<file path="config.mk">
export PLATFORM = sky130hd
export DESIGN_NAME = cpu_stage_sequencer
export DESIGN_NICKNAME = d
export VERILOG_FILES = /design/src/rtl/cpu_seq_pkg.sv /design/src/rtl/seq_next_stage.sv /design/src/rtl/cpu_stage_sequencer.sv
export SDC_FILE = /design/constraint.sdc
export NUM_CORES = 1
export LEC_CHECK = 0
export CORE_UTILIZATION = 40
export DETAILED_ROUTE_END_ITERATION = 12
export DONT_BUFFER_PORTS = 1
export GPL_TIMING_DRIVEN = 0
export PLACE_DENSITY = 0.53
export SYNTH_ARGS = -nofsm -noshare
export SYNTH_HDL_FRONTEND = slang
export SYNTH_SLANG_ARGS = --single-unit
</file>
<file path="constraint.sdc">
create_clock -name clk -period 3.8 [get_ports clk]
set_input_delay 1.14 -clock clk [delete_from_list [all_inputs] [get_ports clk]]
set_output_delay 1.14 -clock clk [all_outputs]
set_load 0.05 [all_outputs]
</file>
<file path="src/rtl/cpu_seq_pkg.sv">
// ============================================================================
// Module      : cpu_seq_pkg
// Description : Shared state encodings, default stage indices and helpers for
//               the multicycle stage sequencer.
// Revision    : 1.0 - initial release
// ============================================================================
`default_nettype none

package cpu_seq_pkg;

    localparam logic [1:0] ST_IDLE  = 2'd0;
    localparam logic [1:0] ST_RUN   = 2'd1;
    localparam logic [1:0] ST_FAULT = 2'd2;

    localparam int STG_IFETCH   = 0;
    localparam int STG_REGFETCH = 1;
    localparam int STG_EXECUTE  = 2;
    localparam int STG_DATAMEM  = 3;
    localparam int STG_PCUPDATE = 4;

    function automatic int idxWidth(input int numStages);
        return (numStages > 1) ? $clog2(numStages) : 1;
    endfunction

endpackage

`default_nettype wire

</file>
<file path="src/rtl/seq_next_stage.sv">
// ============================================================================
// Module      : seq_next_stage
// Description : Priority search for the stage that follows the current one.
// Revision    : 1.0 - initial release
// ============================================================================
`default_nettype none

module seq_next_stage
    import cpu_seq_pkg::*;
#(
    parameter int NUM_STAGES = 5,
    parameter int IDX_W      = idxWidth(NUM_STAGES)
) (
    input  logic [IDX_W-1:0]      i_curIdx,
    input  logic [NUM_STAGES-1:0] i_skipEff,
    input  logic                  i_flushQual,
    output logic [IDX_W-1:0]      o_nextIdx,
    output logic                  o_wrap
);

    localparam logic [IDX_W-1:0] c_LAST_IDX = IDX_W'(NUM_STAGES - 1);

    logic w_found;

    always_comb begin
        o_wrap    = (i_curIdx == c_LAST_IDX);
        o_nextIdx = c_LAST_IDX;
        w_found   = 1'b0;
        if (o_wrap) begin
            o_nextIdx = '0;
        end else if (!i_flushQual) begin
            // The last stage is never skipped, so the search always lands.
            for (int j = 0; j < NUM_STAGES; j++) begin
                if (!w_found && (j > int'(i_curIdx)) && !i_skipEff[j]) begin
                    o_nextIdx = IDX_W'(j);
                    w_found   = 1'b1;
                end
            end
        end
    end

endmodule

`default_nettype wire

</file>
<file path="src/rtl/cpu_stage_sequencer.sv">
// ============================================================================
// Module      : cpu_stage_sequencer
// Description : Parametrised multicycle control sequencer issuing per-stage
//               clock-enables. Optional stall timeout: CPU_SEQ_STALL_TIMEOUT_EN.
// Revision    : 1.0 - initial release
// ============================================================================
`default_nettype none

module cpu_stage_sequencer
    import cpu_seq_pkg::*;
#(
    parameter int NUM_STAGES     = 5,
    parameter int DECODE_STAGE   = 1,
    parameter int CNT_W          = 32,
    parameter int TIMEOUT_CYCLES = 255
) (
    input  logic                          clk,
    input  logic                          nreset,
    input  logic                          run,
    input  logic [NUM_STAGES-1:0]         stage_ready,
    input  logic [NUM_STAGES-1:0]         stage_skip_mask,
    input  logic                          flush,
    output logic [NUM_STAGES-1:0]         stage_en,
    output logic [NUM_STAGES-1:0]         stage_adv,
    output logic [$clog2(NUM_STAGES)-1:0] cur_stage,
    output logic                          busy,
    output logic                          retire,
    output logic [CNT_W-1:0]              retire_cnt,
    output logic                          fault
);

    localparam int               c_IDX_W    = idxWidth(NUM_STAGES);
    localparam logic [c_IDX_W-1:0] c_LAST_IDX = c_IDX_W'(NUM_STAGES - 1);
    localparam logic [c_IDX_W-1:0] c_DEC_IDX  = c_IDX_W'(DECODE_STAGE);

    logic [1:0]            r_state;
    logic [c_IDX_W-1:0]    r_idx;
    logic [NUM_STAGES-1:0] r_skip;
    logic [CNT_W-1:0]      r_retireCnt;

    logic                  w_running;
    logic                  w_curAdv;
    logic                  w_wrap;
    logic                  w_flushQual;
    logic [c_IDX_W-1:0]    w_nextIdx;
    logic [NUM_STAGES-1:0] w_allow;
    logic [NUM_STAGES-1:0] w_skipEff;

    // Only stages strictly between decode and PC update may be skipped.
    genvar g;
    generate
        for (g = 0; g < NUM_STAGES; g++) begin : g_allow
            assign w_allow[g] = (g > DECODE_STAGE) && (g < NUM_STAGES - 1);
        end
    endgenerate

    assign w_running   = (r_state == ST_RUN);
    assign stage_en    = w_running ? (NUM_STAGES'(1) << r_idx) : '0;
    assign stage_adv   = stage_en & stage_ready;
    assign w_curAdv    = |stage_adv;
    assign retire      = stage_adv[NUM_STAGES-1];
    assign busy        = w_running;
    assign cur_stage   = w_running ? r_idx : '0;
    assign retire_cnt  = r_retireCnt;
    assign w_skipEff   = ((r_idx == c_DEC_IDX) ? stage_skip_mask : r_skip) & w_allow;
    assign w_flushQual = flush && (r_idx >= c_DEC_IDX) && (r_idx != c_LAST_IDX);

    seq_next_stage #(
        .NUM_STAGES (NUM_STAGES),
        .IDX_W      (c_IDX_W)
    ) u_nextStage (
        .i_curIdx    (r_idx),
        .i_skipEff   (w_skipEff),
        .i_flushQual (w_flushQual),
        .o_nextIdx   (w_nextIdx),
        .o_wrap      (w_wrap)
    );

`ifdef CPU_SEQ_STALL_TIMEOUT_EN
    localparam int                c_WAIT_W     = $clog2(TIMEOUT_CYCLES + 1);
    localparam logic [c_WAIT_W-1:0] c_WAIT_LIMIT = c_WAIT_W'(TIMEOUT_CYCLES - 1);

    logic [c_WAIT_W-1:0] r_wait;
    logic                w_timeout;

    assign w_timeout = w_running && !w_curAdv && (r_wait == c_WAIT_LIMIT);
    assign fault     = (r_state == ST_FAULT);

    always_ff @(posedge clk or negedge nreset) begin
        if (!nreset) begin
            r_wait <= '0;
        end else if (!w_running || w_curAdv) begin
            r_wait <= '0;
        end else if (!w_timeout) begin
            r_wait <= r_wait + c_WAIT_W'(1);
        end
    end
`else
    logic w_timeout;

    assign w_timeout = 1'b0;
    assign fault     = 1'b0;
`endif

    always_ff @(posedge clk or negedge nreset) begin
        if (!nreset) begin
            r_state     <= ST_IDLE;
            r_idx       <= '0;
            r_skip      <= '0;
            r_retireCnt <= '0;
        end else begin
            case (r_state)
                ST_IDLE: begin
                    r_idx <= '0;
                    if (run) begin
                        r_state <= ST_RUN;
                    end
                end
                ST_RUN: begin
                    if (w_curAdv) begin
                        if (w_wrap) begin
                            r_retireCnt <= r_retireCnt + CNT_W'(1);
                            r_idx       <= '0;
                            if (!run) begin
                                r_state <= ST_IDLE;
                            end
                        end else begin
                            r_idx <= w_nextIdx;
                        end
                    end else if (w_timeout) begin
                        r_state <= ST_FAULT;
                        r_idx   <= '0;
                    end
                end
                default: begin
                    r_idx <= '0;
                end
            endcase

            if (retire) begin
                r_skip <= '0;
            end else if (stage_adv[DECODE_STAGE]) begin
                r_skip <= stage_skip_mask & w_allow;
            end
        end
    end

endmodule

`default_nettype wire

</file>
==> results of run 1 <==
## state kept, by name (all words and copies together) (netlist names)
register    flops
r_skip          1
r_state         1
retire_cnt     32
r_idx           3
## critical path, cell delays in order, from the launching register on
cell,delay [ns]
dfrtp_1,0.78
and4bb_2,0.57
nand2_1,0.25
clkinvlp_4,0.34
buf_4,0.26
## cell type report
type / instances / share of cell area [%]
tap: 52 / 3.173
clock buffer: 7 / 4.210
inverter: 7 / 1.464
sequential: 37 / 45.15
buffer: 5 / 1.647
multi-input combinational: 142 / 44.36
## through the flow
step | cells | setup slack (ns)
2_1_floorplan | 191 | 0.4488
3_3_place_gp | 243 | 0.3217
3_5_place_dp | 243 | 0.3198
4_1_cts | 250 | 0.01001
5_1_grt | 250 | 0.06601
6_report | 250 | 0.1762
## cells by family (layout without fill, tap and decap cells)
group / count (synthesis) / after routing / synth area share [%]
AOI/OAI and AO/OA: 12 / 12 / 3.905
and+or+nand+nor: 94 / 94 / 27.00
adders and majority gates: 1 / 1 / 0.6617
buffers and inverters: 12 / 19 / 3.176
xor gates and xnor gates: 31 / 31 / 14.36
other: 1 / 1 / 0.1984
DFF: 37 / 37 / 48.97
muxes: 3 / 3 / 1.721
## final timing paths
| path | startpoint | end | slack, ns | cells past startpoint |
|---|---|---|---|---|
| worst max-delay path | r_state[0]$_DFFE_PN0P_ | stage_adv[4] | 0.18 | 4 |
| worst min-delay path | r_skip[3]$_DFFE_PN0P_ | r_skip[3]$_DFFE_PN0P_ | 0.54 | 2 |
| worst max register to register | r_state[0]$_DFFE_PN0P_ | retire_cnt[15]$_DFFE_PN0P_ | 1.07 | 6 |
| worst min register to register | r_skip[3]$_DFFE_PN0P_ | r_skip[3]$_DFFE_PN0P_ | 0.54 | 2 |
| max in group asynchronous | nreset | retire_cnt[27]$_DFFE_PN0P_ | 3.16 | 0 |
| min in group asynchronous | nreset | r_skip[3]$_DFFE_PN0P_ | 0.55 | 0 |
## power breakdown
part | switching [mW] | internal (mW) | leakage (nW)
registers | 0.143 | 0.434 | 0.493
clock network | 0.121 | 0.144 | 0.0443
logic | 0.318 | 0.114 | 0.407
## metal layers
metal | part of all wire, % | up-vias | track usage, %
met5 | 0 | - | 0
met4 | 1.1 | 0 | 6.000
met3 | 6.3 | 5 | 4.558
met2 | 48 | 40 | 26.71
met1 | 45 | 650 | 21.88
li1 | - | 663 | -
## cell usage after synthesis, types with 2 or more instances
cell / count / share of area, %
nor4_1: 4 / 1.3
nor3_1: 6 / 1.6
buf_4: 2 / 0.79
and2_1: 6 / 2.0
o21ai_0: 2 / 0.53
nor2_1: 12 / 2.4
a21oi_1: 6 / 1.6
nand2_1: 25 / 5.0
or3_1: 4 / 1.3
and3_1: 6 / 2.0
dfrtp_1: 37 / 49
nor3b_1: 3 / 1.2
xor2_1: 14 / 6.5
nand2b_1: 3 / 0.99
inv_1: 6 / 1.2
nand3_1: 9 / 2.4
xnor2_1: 17 / 7.9
and4_1: 2 / 0.93
clkbuf_1: 2 / 0.40
nor3_2: 2 / 1.1
nand4_1: 7 / 2.3
mux2_2: 2 / 1.2
## what timing repair did
item,in CTS,in global routing
setup endpoints to repair,0,3
resized for setup,0,3
hold buffers,0,0
==> metrics.csv, run 1 <==
metric;value;unit
status;complete, but fails checks;
violations;design-rule violations;
worstPathArrival;2.48;ns
grt_overflow;0;
critPathKind;reg -> out;
worstMarginPinSlew;1.423;ns
vias_per_cell;5.432;
multiInputGateArea;909.6;µm²
clock_latency;0.28;ns
synthCells;191;
fillers;427;
start_util;42.54;%
period_share;95.36;%
synth-edff-count;0;
globalplace.congestion;0.8643;
drtIter0Drc;50;
cts_tree;done;
hold_violations;0;
drt.antenna.violating_nets;0;
fin_hold_ws;0.5366;ns
syn_avg_cell_area;9.898;µm²
die_w;70.75;µm
core;4444;µm²
hp-class;reg -> reg;
drive_above_1_share;10.10;%
pwr_density_cell;620.8;nW/µm²
grt_first_pass_wirelength;6.548;mm
seq_area;925.9;µm²
routed_wl;3.843;mm
slew_headroom;4.373;%
num_rows;24;
fin_setup_tns;0;ns
ir_worst_vdd;0.2366;mV
diodes;0;
clockBufferDepth;2;
required;2.66;ns
drt-pass1-iter-count;8;
final_common_cell;dfrtp_1;
ys.flop_type;dfrtp_1;
antenna_found_initial;0;
routedWlPerCell;15.37;µm
drcViolationCount;9;
timing.fmax;0.2760;GHz
syn_area;1891;µm²
via_count;1358;
power;1.273;mW
grt_max_degree;38;
worstPathMaxFanout;10;
fin_util;46.14;%
fp.dieArea;5006;µm²
ys_seq_area_share;48.97;%
htree_levels;2;
end_kind;output port;
ios;62;
synthToLayoutAreaGrowth;8.471;%
root_buffer;clkbuf_8;
yosys_warnings;0;
fin_nets;213;
cts_sinks;37;
clk_pin_slew;0.06;ns
rsz0062_at_grt;no;
min_period;3.624;ns
drv_cap;0;
grt_usage;16.70;%
placed_cell_area;1956;µm²
ys_types;36;
final_cell_mix;dfrtp_1, nand2_1, xnor2_1, xor2_1, nor2_1;
die_y;70.75;µm
syn-num-nets;206;
report.final.slew_viol_count;0;
dp_hpwl;2.907;mm
grt_pass1_vias;1406;
fin_area;2051;µm²
post-cts-setup-buffers;0;
io_buffer_count;0;
cp-start-kind;flip-flop;
ys_ff_latch;37;
setup_viol;0;
numCtsBuffers;5;
power.leakage;0.9446;nW
async_flop_share;100.0;%
skew;0.002546;ns
No activity file was read; power rests on OpenSTA's default activity.
==> inputs of run 2 (changes only) <==
- CTS_CLUSTER_SIZE: default -> 40
==> results of run 2 <==
The final DEF is identical to that of run 1; final timing and power are the same.
==> inputs of run 3 (changes only) <==
- CTS_BUF_LIST: default -> sky130_fd_sc_hd__clkbuf_4
==> metrics.csv, run 3 (same netlist as run 1, synthesis figures left out) <==
metric;value;unit
fin_cells;250;
period_share;94.76;%
fillers;432;
root_buffer;clkbuf_4;
worstMarginPinSlew;1.423;ns
htree_levels;2;
post-cts-setup-buffers;0;
worstPathArrival;2.46;ns
clk_pin_slew;0.10;ns
pwr_density_cell;595.2;nW/µm²
fin_area;2011;µm²
reg2regPathDepth;6;
antenna_found_initial;0;
hp-class;in -> async;
vias_per_cell;5.460;
routed_wl;3.853;mm
drtIter0Drc;49;
clockBufferDepth;2;
min_period;3.601;ns
ios;62;
core;4444;µm²
worstPathMaxFanout;10;
grt_overflow;0;
placed_cell_area;1956;µm²
final_cell_mix;dfrtp_1, nand2_1, xnor2_1, xor2_1, nor2_1;
rsz0062_at_grt;no;
r2r_start;r_state[0]$_DFFE_PN0P_;
drt.antenna.violating_nets;0;
end_kind;output port;
r2r_slack;1.15;ns
cpPeakStageDelay;0.79;ns
cts_sinks;37;
report.final.slew_viol_count;0;
via_count;1365;
power.leakage;0.9357;nW
drt-pass1-iter-count;8;
critPathKind;reg -> out;
diodes;0;
cts_tree;done;
cp-start-kind;flip-flop;
endpoint;stage_adv[2];
drcViolationCount;9;
worst_path_max_delay_cell;dfrtp_1;
violations;design-rule violations;
grt_max_degree;38;
fin_setup_tns;0;ns
numCtsBuffers;5;
slew_headroom;4.373;%
drive_above_1_share;10.10;%
synthToLayoutAreaGrowth;6.354;%
dp_hpwl;2.907;mm
ir_worst_vdd;0.2356;mV
die_w;70.75;µm
globalplace.congestion;0.8643;
num_rows;24;
status;complete, but fails checks;
final_common_cell;dfrtp_1;
required;2.66;ns
hold_violations;0;
fp.dieArea;5006;µm²
grt_first_pass_wirelength;6.541;mm
routedWlPerCell;15.41;µm
largest_register_ffs;32;
crit_chain;nor2b_1 -> nand2_1 -> nor2_2 -> and2_1;
start_util;42.54;%
clock_latency;0.33;ns
skew;0.002323;ns
grt_usage;16.67;%
drv_cap;0;
die_y;70.75;µm
fin_hold_ws;0.4917;ns
critPathLaunch;r_state[0]$_DFFE_PN0P_;
reg2reg_to;retire_cnt[15]$_DFFE_PN0P_;
dp.cells;243;
setup_viol;0;
fin_nets;213;
timing.fmax;0.2777;GHz
io_buffer_count;0;
grt_pass1_vias;1406;
run 3: cell types whose count changed in the layout (fill, tap and decap cells not counted):
cell        before  now
clkinv_1         0    1
clkbuf_4         0    6
clkbuf_1         3    2
clkbuf_8         6    0
clkinv_2         0    1
clkinvlp_4       1    0
run 3: final cells by class:
type / count / area [µm²] / share of cell area, %
inverter: 7 / 27.53 / 1.369
clock buffer: 6 / 45.04 / 2.240
tap: 52 / 65.06 / 3.236
buffer: 5 / 33.78 / 1.680
clock inverter: 1 / 3.754 / 0.1867
multi-input combinational: 142 / 909.6 / 45.24
sequential: 37 / 925.9 / 46.05
run 3: stage by stage:
step,utilization (%),setup WS [ns],power [mW]
2_1_floorplan,-,0.4488,0.9531
3_3_place_gp,44.00,0.3217,1.000
3_5_place_dp,44.00,0.3198,1.008
4_1_cts,45.19,0.05316,1.204
5_1_grt,45.24,0.05503,1.270
6_report,45.24,0.1992,1.197
run 3: power breakdown:
part           switching, mW  internal, mW  leakage, nW
logic                  0.317         0.113        0.414
registers              0.143         0.433        0.493
clock network          0.116        0.0743       0.0292
total                  0.576         0.621        0.936
run 3: how the worst min path moves through the flow:
stage / from / endpoint / slack [ns] / depth (start not counted)
after detailed placement: r_skip[3]$_DFFE_PN0P_ / r_skip[3]$_DFFE_PN0P_ / 0.53 / 2
after CTS: nreset / retire_cnt[22]$_DFFE_PN0P_ / 0.47 / 0
after global placement: r_skip[3]$_DFFE_PN0P_ / r_skip[3]$_DFFE_PN0P_ / 0.52 / 2
final: nreset / r_skip[3]$_DFFE_PN0P_ / 0.49 / 0
after global routing: nreset / r_skip[3]$_DFFE_PN0P_ / 0.46 / 0
after floorplan: r_skip[3]$_DFFE_PN0P_ / r_skip[3]$_DFFE_PN0P_ / 0.50 / 2
run 3: critical path, delay by kind of cell, from the launching register on:
kind,cells,cell delay (ns)
AND/OR/NAND/NOR,4,1.33
flip-flops,1,0.79
run 3: routing by layer:
layer | up-vias | part of all wire, % | global-route usage (%)
li1 | 664 | - | -
met1 | 658 | 45 | 21.78
met2 | 39 | 48 | 26.71
met3 | 4 | 6.6 | 4.558
met4 | 0 | 0.86 | 6.000
met5 | - | 0 | 0
run 3: what timing repair did:
action                                  4_1_cts  5_1_grt
gates cloned                                  0        0
gates resized for setup                       2        1
endpoints found under the setup margin        2        1
hold buffers                                  0        0
